## config.mk

```make
export PLATFORM = sky130hd
export DESIGN_NAME = pause_scheduler_flat
export DESIGN_NICKNAME = d
export VERILOG_FILES = /design/src/rtl/pause_scheduler_pkg.sv /design/src/rtl/pause_scheduler_if.sv /design/src/rtl/pause_scheduler_prio_enc.sv /design/src/rtl/pause_scheduler.sv /design/src/flat_wrapper.sv
export SDC_FILE = /design/constraint.sdc
export NUM_CORES = 1
export LEC_CHECK = 0
export BUFFER_PORTS_ARGS = -buffer_cell sky130_fd_sc_hd__buf_2
export CAP_MARGIN = 20
export CORE_AREA = 2 2 39 41
export CTS_BUF_LIST = sky130_fd_sc_hd__clkbuf_16
export DETAILED_ROUTE_END_ITERATION = 16
export DIE_AREA = 0 0 41 43
export GPL_TIMING_DRIVEN = 0
export MAX_ROUTING_LAYER = met4
export PLACE_DENSITY = 0.74
export SETUP_SLACK_MARGIN = 0.15
export SLEW_MARGIN = 10
export SYNTH_ARGS = -nofsm -noshare
export SYNTH_HDL_FRONTEND = slang
export SYNTH_SLANG_ARGS = --single-unit
```

## constraint.sdc

```tcl
create_clock -name clk_sys -period 3.2 [get_ports clk_sys]
set_input_delay 0.16 -clock clk_sys [delete_from_list [all_inputs] [get_ports clk_sys]]
set_output_delay 0.16 -clock clk_sys [all_outputs]
set_load 0.01 [all_outputs]
```

## src/rtl/pause_scheduler_pkg.sv

```systemverilog
// Purpose : shared types and helpers for the CPU-pause scheduler.
// Latency : n/a (declarations only).
// Backpr. : n/a.
// Contents: state_e (FSM encoding), TO_W (timeout counter width), to_cycles() (ms -> clk_sys cycles).
package pause_sched_pkg;

  typedef enum logic [1:0] {
    ST_IDLE    = 2'd0,
    ST_WAIT_VB = 2'd1,
    ST_GRANT   = 2'd2,
    ST_GAP     = 2'd3
  } state_e;

  localparam int TO_W = 32;

  // Grant hold limit in clk_sys cycles for a clock of 'mhz' MHz.
  function automatic logic [TO_W-1:0] to_cycles(input int ms, input int mhz);
    return TO_W'(ms * mhz * 1000);
  endfunction

endpackage

```

## src/rtl/pause_scheduler_if.sv

```systemverilog
// Purpose : requester/video side bundle of the pause scheduler.
// Latency : n/a (wires only).
// Backpr. : none; req is a level, grant is held until the owner drops req.
// Ports   : req, vblank (master -> slave); grant, owner_id, pause_cpu, timeout (slave -> master).
interface pause_scheduler_if #(
  parameter int NREQ = 4,
  parameter int IDW  = 2
);
  logic [NREQ-1:0] req;
  logic            vblank;
  logic [NREQ-1:0] grant;
  logic [IDW-1:0]  owner_id;
  logic            pause_cpu;
  logic            timeout;

  modport master (output req, vblank, input grant, owner_id, pause_cpu, timeout);
  modport slave  (input req, vblank, output grant, owner_id, pause_cpu, timeout);
endinterface

```

## src/rtl/pause_scheduler_prio_enc.sv

```systemverilog
// Purpose : lowest-index-wins priority encoder over the effective request vector.
// Latency : combinational.
// Backpr. : none.
// Ports   : req_i (requests), valid_o (any set), idx_o (winner index), onehot_o (winner one-hot).
module pause_prio_enc #(
  parameter int NREQ = 4,
  parameter int IDW  = 2
) (
  input  logic [NREQ-1:0] req_i,
  output logic            valid_o,
  output logic [IDW-1:0]  idx_o,
  output logic [NREQ-1:0] onehot_o
);

  assign valid_o  = |req_i;
  // Two's-complement trick isolates the lowest set bit.
  assign onehot_o = req_i & (~req_i + NREQ'(1));

  always_comb begin
    idx_o = '0;
    // Scan downwards so the lowest set index is written last and wins.
    for (int i = NREQ - 1; i >= 0; i--) begin
      if (req_i[i]) idx_o = IDW'(i);
    end
  end

endmodule

```

## src/rtl/pause_scheduler.sv

```systemverilog
// Purpose : arbitrates CPU-pause ownership; vblank-aligned pause entry, exclusive one-hot grant.
// Latency : req to grant/pause_cpu 1 cycle after next vblank rise (2 cycles if VB_SYNC=0); owner drop to resume 2 cycles.
// Backpr. : no preemption; owner keeps grant while its req is high (bounded by timeout when PAUSE_SCHED_TIMEOUT_EN).
// Ports   : clk_sys, reset (sync, active-high), bus (pause_scheduler_if.slave).
// Config  : `define PAUSE_SCHED_TIMEOUT_EN enables the grant hold timeout and block mask.
import pause_sched_pkg::*;

module pause_scheduler #(
  parameter int NREQ       = 4,
  parameter int IDW        = 2,
  parameter int VB_SYNC    = 1,
  parameter int CLKSPD     = 12,
  parameter int TIMEOUT_MS = 2000
) (
  input logic               clk_sys,
  input logic               reset,
  pause_scheduler_if.slave  bus
);

  localparam logic [1:0] S_IDLE    = ST_IDLE;
  localparam logic [1:0] S_WAIT_VB = ST_WAIT_VB;
  localparam logic [1:0] S_GRANT   = ST_GRANT;
  localparam logic [1:0] S_GAP     = ST_GAP;

  logic [1:0]      state_q, state_d;
  logic [NREQ-1:0] grant_q, grant_d;
  logic [IDW-1:0]  owner_q, owner_d;
  logic            pause_q, pause_d;
  logic            vblank_q;
  logic            vb_rise;
  logic [NREQ-1:0] eff_req;
  logic            enc_vld;
  logic [IDW-1:0]  enc_idx;
  logic [NREQ-1:0] enc_onehot;

`ifdef PAUSE_SCHED_TIMEOUT_EN
  localparam logic [TO_W-1:0] TO_LIMIT = to_cycles(TIMEOUT_MS, CLKSPD);
  logic [TO_W-1:0] cnt_q, cnt_d;
  logic [NREQ-1:0] block_q, block_d;
  logic            timeout_q, timeout_d;
`endif

  assign vb_rise = bus.vblank & ~vblank_q;

`ifdef PAUSE_SCHED_TIMEOUT_EN
  assign eff_req = bus.req & ~block_q;
`else
  assign eff_req = bus.req;
`endif

  pause_prio_enc #(.NREQ(NREQ), .IDW(IDW)) u_enc (
    .req_i    (eff_req),
    .valid_o  (enc_vld),
    .idx_o    (enc_idx),
    .onehot_o (enc_onehot)
  );

  always_comb begin
    state_d = state_q;
    grant_d = grant_q;
    owner_d = owner_q;
    pause_d = pause_q;
`ifdef PAUSE_SCHED_TIMEOUT_EN
    cnt_d     = cnt_q;
    // A blocked requester is released as soon as it lets go of req.
    block_d   = block_q & bus.req;
    timeout_d = 1'b0;
`endif
    case (state_q)
      S_IDLE: begin
        // Always pass through WAIT_VB; with VB_SYNC=0 it is left on the next
        // edge, which gives the 2-cycle unsynchronised entry latency.
        if (enc_vld) state_d = S_WAIT_VB;
      end
      S_WAIT_VB: begin
        if (!enc_vld) begin
          state_d = S_IDLE;
        end else if (vb_rise || (VB_SYNC == 0)) begin
          state_d = S_GRANT;
          grant_d = enc_onehot;
          owner_d = enc_idx;
          pause_d = 1'b1;
`ifdef PAUSE_SCHED_TIMEOUT_EN
          cnt_d   = '0;
`endif
        end
      end
      S_GRANT: begin
        if (!bus.req[owner_q]) begin
          state_d = S_GAP;
          grant_d = '0;
`ifdef PAUSE_SCHED_TIMEOUT_EN
        end else if (cnt_q == TO_LIMIT - 1'b1) begin
          // Forced revoke: the owner stays locked out until it drops req.
          state_d   = S_GAP;
          grant_d   = '0;
          block_d   = block_d | grant_q;
          timeout_d = 1'b1;
        end else begin
          cnt_d = cnt_q + 1'b1;
`endif
        end
      end
      S_GAP: begin
        // Hand over while the CPU is still halted; no vblank re-sync needed.
        if (enc_vld) begin
          state_d = S_GRANT;
          grant_d = enc_onehot;
          owner_d = enc_idx;
`ifdef PAUSE_SCHED_TIMEOUT_EN
          cnt_d   = '0;
`endif
        end else begin
          state_d = S_IDLE;
          pause_d = 1'b0;
        end
      end
      default: state_d = S_IDLE;
    endcase
  end

  always_ff @(posedge clk_sys) begin
    if (reset) begin
      state_q   <= S_IDLE;
      grant_q   <= '0;
      owner_q   <= '0;
      pause_q   <= 1'b0;
      vblank_q  <= 1'b0;
`ifdef PAUSE_SCHED_TIMEOUT_EN
      cnt_q     <= '0;
      block_q   <= '0;
      timeout_q <= 1'b0;
`endif
    end else begin
      state_q   <= state_d;
      grant_q   <= grant_d;
      owner_q   <= owner_d;
      pause_q   <= pause_d;
      vblank_q  <= bus.vblank;
`ifdef PAUSE_SCHED_TIMEOUT_EN
      cnt_q     <= cnt_d;
      block_q   <= block_d;
      timeout_q <= timeout_d;
`endif
    end
  end

  assign bus.grant     = grant_q;
  assign bus.owner_id  = owner_q;
  assign bus.pause_cpu = pause_q;
`ifdef PAUSE_SCHED_TIMEOUT_EN
  assign bus.timeout   = timeout_q;
`else
  assign bus.timeout   = 1'b0;
`endif

endmodule
```

## src/flat_wrapper.sv

```systemverilog
// flat-port wrapper written by rule: the top's interface ports become plain ports
module pause_scheduler_flat 
#(
  parameter int NREQ       = 4,
  parameter int IDW        = 2,
  parameter int VB_SYNC    = 1,
  parameter int CLKSPD     = 12,
  parameter int TIMEOUT_MS = 2000
)
  (clk_sys, reset, bus_req, bus_vblank, bus_grant, bus_owner_id, bus_pause_cpu, bus_timeout);
  pause_scheduler_if #(.NREQ(NREQ), .IDW(IDW)) bus_i ();
  input logic clk_sys;
  input logic reset;
  input wire logic [$bits(bus_i.req)-1:0] bus_req;
  input wire logic [$bits(bus_i.vblank)-1:0] bus_vblank;
  output wire logic [$bits(bus_i.grant)-1:0] bus_grant;
  output wire logic [$bits(bus_i.owner_id)-1:0] bus_owner_id;
  output wire logic [$bits(bus_i.pause_cpu)-1:0] bus_pause_cpu;
  output wire logic [$bits(bus_i.timeout)-1:0] bus_timeout;
  assign bus_i.req = bus_req;
  assign bus_i.vblank = bus_vblank;
  assign bus_grant = bus_i.grant;
  assign bus_owner_id = bus_i.owner_id;
  assign bus_pause_cpu = bus_i.pause_cpu;
  assign bus_timeout = bus_i.timeout;
  pause_scheduler #(.NREQ(NREQ), .IDW(IDW), .VB_SYNC(VB_SYNC), .CLKSPD(CLKSPD), .TIMEOUT_MS(TIMEOUT_MS)) u_core (.clk_sys(clk_sys), .reset(reset), .bus(bus_i));
endmodule
```

* Word-level counts from Yosys, hierarchy flattened
Cells that the tools add are included.
** Cells by class
- Div/mod/pow operators :: 0
- Add/subtract/negate cells :: 1
- Order comparisons :: 1
- Mux-type cells :: 25
- Equality and inequality tests :: 10
- Bitwise gates (word level) :: 4
- Reductions and logical operators :: 8
- Multipliers :: 0
- Shift operators :: 0
** Operators by type and width (number)
- $mux 2 :: 12
- $mux 4 :: 4
- $pmux 4 s3 :: 1
- $ne 2x1->1 const B :: 4
- $pmux 2 s4 :: 1
- $reduce_and 4->1 :: 2
- $reduce_and 5->1 :: 1
- $add 4x1->4 const B :: 1
- $and 4x4->4 :: 1
- $eq 2x2->1 const B :: 2
- $mux 1 :: 4
- $ne 2x2->1 const B :: 2
- $not 4->4 :: 1
- $pmux 2 s2 :: 1
- $reduce_or 4->1 :: 1
- $lt 2x3->1 const B :: 1
- $ne 3x2->1 const B :: 1
- $reduce_and 3->1 :: 1
- $reduce_bool 3->1 :: 1
- $bmux 1 s2 :: 1
- $eq 2x1->1 const B :: 1
- $logic_not 2->1 :: 1
- $pmux 1 s2 :: 1
- $reduce_bool 2->1 :: 1
- 2 further kinds :: 2
** Word-level totals
- Memories :: 0
- ROM bits :: 0
- Word-level logic and storage cells :: 54
- Register bits after elaboration :: 10
- Output and inout bits :: 8
- Bits in latches :: 0
- Memory bits (writable) :: 0
- Input bits :: 7

* Longest topological paths before layout
- Word-level depth :: 7
- Gate-level depth with buffers :: 4

* Cells and area by module
Synthesis repeated with hierarchy kept, for this count alone.
** Second synthesis, totals
- Cell total of the unflattened synthesis :: 69
- Area total of the unflattened synthesis :: 621.8 sq um
** By module, submodules not included
- pause_scheduler :: cells each 59, times used 1, area each 563.0 sq um, sequential area each 200.2 sq um
- pause_prio_enc :: cells each 10, times used 1, area each 58.8 sq um, sequential area each 0.0 sq um

* Worst setup path after synthesis
Ideal clock, no wire load.
- Path kind :: reg2reg
- Start point :: register u_core.owner_q[1], in the netlist u_core.bus.owner_id[1]
- End point :: register u_core.grant_q[0], in the netlist u_core.bus.grant[0]
- Path buffers :: 0
- Path slack :: 1.919 ns
- Arrival :: 1.157 ns
- Library setup time :: 0.124 ns
- Stages on the path, launching flop included :: 5
- Path through :: dfxtp_1 > mux2_2 > o22a_1 > nand2_1 > o32ai_1
** Between the ends
- Word-level cells in the longest chain between the ends :: 4
** RTL lines
- from (decl) :: RTL line pause_scheduler.sv:27 : logic [IDW-1:0] owner_q, owner_d;
- from (signal assigned) :: RTL line pause_scheduler.sv:137 : owner_q <= owner_d;
- $bmux 1 s2 :: RTL line pause_scheduler.sv:89 : if (!bus.req[owner_q]) begin
- $mux 1 (not written as such) :: RTL line pause_scheduler.sv:89
- $ne 2x2->1 (no source line)
- $reduce_and 5->1 (no source line)
- to (signal assigned) :: RTL line pause_scheduler.sv:136 : grant_q <= grant_d;
- to (decl) :: RTL line pause_scheduler.sv:26 : logic [NREQ-1:0] grant_q, grant_d;
No other way between the ends. The select of a mux whose other input is x is not followed.
A chain may end at the register's enable or synchronous reset.

==> summary.txt <==
Switching Share: 21.63%
Comb pwr share: 11.8%
Worst Setup Path Type: register to register
via count: 505
total grt overflow: 0
Syn-to-layout area delta: 31.42%
CP Capture Type: register
die area: 0.001763 mm²
crit-path max FO: 7
FF-to-FF path depth: 4
Tmin final: 1.445 ns
Synth cell types: 30
cts hold-fix bufs: 0
CP cell instances: or3b_1 > o22ai_1 > o21ai_0 > a21oi_1
Residual DRC: 0
Hold Path End: u_core.vblank_q
initial cell density of the core: 37.70%
Core ar.: 0.001384 mm²
endpoints failing hold: 0
final WL: 1.124 mm
P per Cell Area: 594.0 mW/mm²
Max Clk Rate: 0.6922 GHz
hold path depth: 2
CP max-delay cell: dfxtp_1
commonest non-fill, non-tap cell in the layout: buf_2
clock network power share: 53.9%
filler instances: 134
share of cells above drive strength 1: 32.00%
Setup TNS: 0 ns
fin cells: 91
post-CTS setup repair buffer count: 0
WP data required: 3.37 ns
clock-pin slew on the worst setup and hold paths: 0.04 ns
period utilisation layout: 45.15%
Slew Viols, Final: 0
Synth Register Bits: 10
Synth Cell Area: 521.8 µm²
cell-internal power: 0.3192 mW
htree depth: 1
Max VDD drop: 0.0002681 V
Seq/Total Area, Yosys: 38.37%
CTS tree: yes
Die Y-Extent: 43 µm
Root Buffer: clkbuf_16
largest net degree at the start of global routing: 11
vias in the first global route: 421
Lkg Pwr: 0.2885 nW
CTS Sinks: 10
RSZ-0062 raised after global routing: false
die width: 41 µm
type of the worst min-delay path: primary input to register
Setup Viol. Count Final: 0
gr usage total: 14.65%
antenna-violating nets left: 0
Synth Instances: 58
GPL Wtd Cong: 0.7712
Flop pwr share: 34.3%
routed len/inst: 12.35 µm
worst reg2reg endpoint: u_core.bus.grant[1]
max_cap viols: 0
Synth Area per Inst: 8.996 µm²
post_cts resized: 0
Net Switching: 0.08811 mW
Post-Syn Nets: 65
port buffer count: 13
Worst Path Arrival: 1.61 ns
Cell Rows: 14
highest-count cells in the layout ignoring fill and taps: buf_2, dfxtp_1, nor2_1, a21oi_1
EDFF count, synth: 0
Final Skew: 0.002246 ns
total CTS buffers: 3
dpl hpwl: 824.6 µm
setup slack, reg-to-reg: 1.76 ns
status: finished, final reports clean
Crit path largest cell delay: 0.45 ns
Synth Flop Type: dfxtp_1
global-route wire length before repair: 1.621 mm
min-delay src: bus_vblank
initial DRC count: 10
dpl cells: 87
Skew-Pair Late Insertion Delay: 0.24 ns
IO Count: 15
vias per cell: 5.549
nets@finish: 83
first drt pass iteration count: 4
number of antenna diodes: 0
Startpoint Class: register
initial antenna violation count: 0
Yosys warning count: 0
CTS max path bufs: 2
Post-synth ARST share: 0%
[critical path, delay by kind of cell, from the launching register on]
family	cells	cell delay (ns)
compound gates	3	0.52
simple gates	1	0.40
flops	1	0.45
[through the flow]
step	total power, mW	hold slack, ns	worst slack, ns	util, %	cell area [µm²]
2_1_floorplan	0.1726	0.2882	1.919	-	521.8
3_3_place_gp	0.1882	0.3975	1.733	43.85	606.8
3_5_place_dp	0.1893	0.4074	1.736	43.85	606.8
4_1_cts	0.4116	0.1656	1.777	49.55	685.7
5_1_grt	0.4217	0.1691	1.683	49.55	685.7
6_report	0.4073	0.1654	1.755	49.55	685.7
[state kept, by name, indices dropped and copies added, names as in the netlist, named ones only]
signal	cells
u_core.vblank_q	1
u_core.bus.grant	4
u_core.state_q	1
u_core.bus.owner_id	2
u_core.bus.pause_cpu	1
[cell type report]
type / count / area [µm²] / area share (%)
multi-input cells: 45 / 305.3 / 44.53
flip-flops and latches: 10 / 200.2 / 29.20
clock buffers: 3 / 75.07 / 10.95
repair buffers: 13 / 65.06 / 9.489
well taps: 16 / 20.02 / 2.920
plain buffers: 2 / 12.51 / 1.825
clock inverters: 1 / 3.754 / 0.5474
inverters: 1 / 3.754 / 0.5474
[worst max-delay path by stage]
stage                           startpoint             endpoint  cells past startpoint
finish                            register  u_core.bus.grant[1]                      4
global route                      register  u_core.bus.grant[1]                      4
CTS                               register  u_core.bus.grant[1]                      4
detailed placement              bus_req[1]  u_core.bus.grant[1]                      5
global placement                bus_req[1]  u_core.bus.grant[1]                      5
floorplan           u_core.bus.owner_id[1]  u_core.bus.grant[0]                      4
[cell usage after synthesis, types with 2 or more instances]
master | number | share of area (%)
nor3b_1 | 2 | 2.9
a21oi_1 | 4 | 3.8
nor2_1 | 5 | 3.6
nand2b_1 | 3 | 3.6
dfxtp_1 | 10 | 38
nor2b_1 | 3 | 3.6
o21ai_1 | 2 | 1.9
nand3_1 | 2 | 1.9
nand2_1 | 3 | 2.2
mux2_2 | 2 | 4.3
o211ai_1 | 3 | 4.3
[metal layers]
metal	share of wire, %	GRT usage [%]	up-vias
li1	-	-	246
met1	44	14.61	225
met2	45	21.88	26
met3	7.6	4.712	8
met4	3.2	12.00	0
met5	0	-	-
[cell families (layout without fill, tap and decap cells)]
logic type / after synthesis / count (layout) / share of synthesized area, %
AOI/OAI and AO/OA: 16 / 16 / 23.02
other: 1 / 1 / 0.7187
and+or+nand+nor: 25 / 25 / 28.54
DFF: 10 / 10 / 38.37
buffers and inverters: 3 / 20 / 3.116
muxes: 3 / 3 / 6.235
[power by group through the flow]
| stage | clock (mW) | combinational (mW) | sequential [mW] |
|---|---|---|---|
| 2_1_floorplan | 0 | 0.0300 | 0.143 |
| 3_3_place_gp | 0 | 0.0469 | 0.141 |
| 3_5_place_dp | 0 | 0.0475 | 0.142 |
| 4_1_cts | 0.224 | 0.0478 | 0.140 |
| 5_1_grt | 0.229 | 0.0523 | 0.141 |
| 6_report | 0.219 | 0.0481 | 0.140 |
No activity file was read; power rests on OpenSTA's default activity.
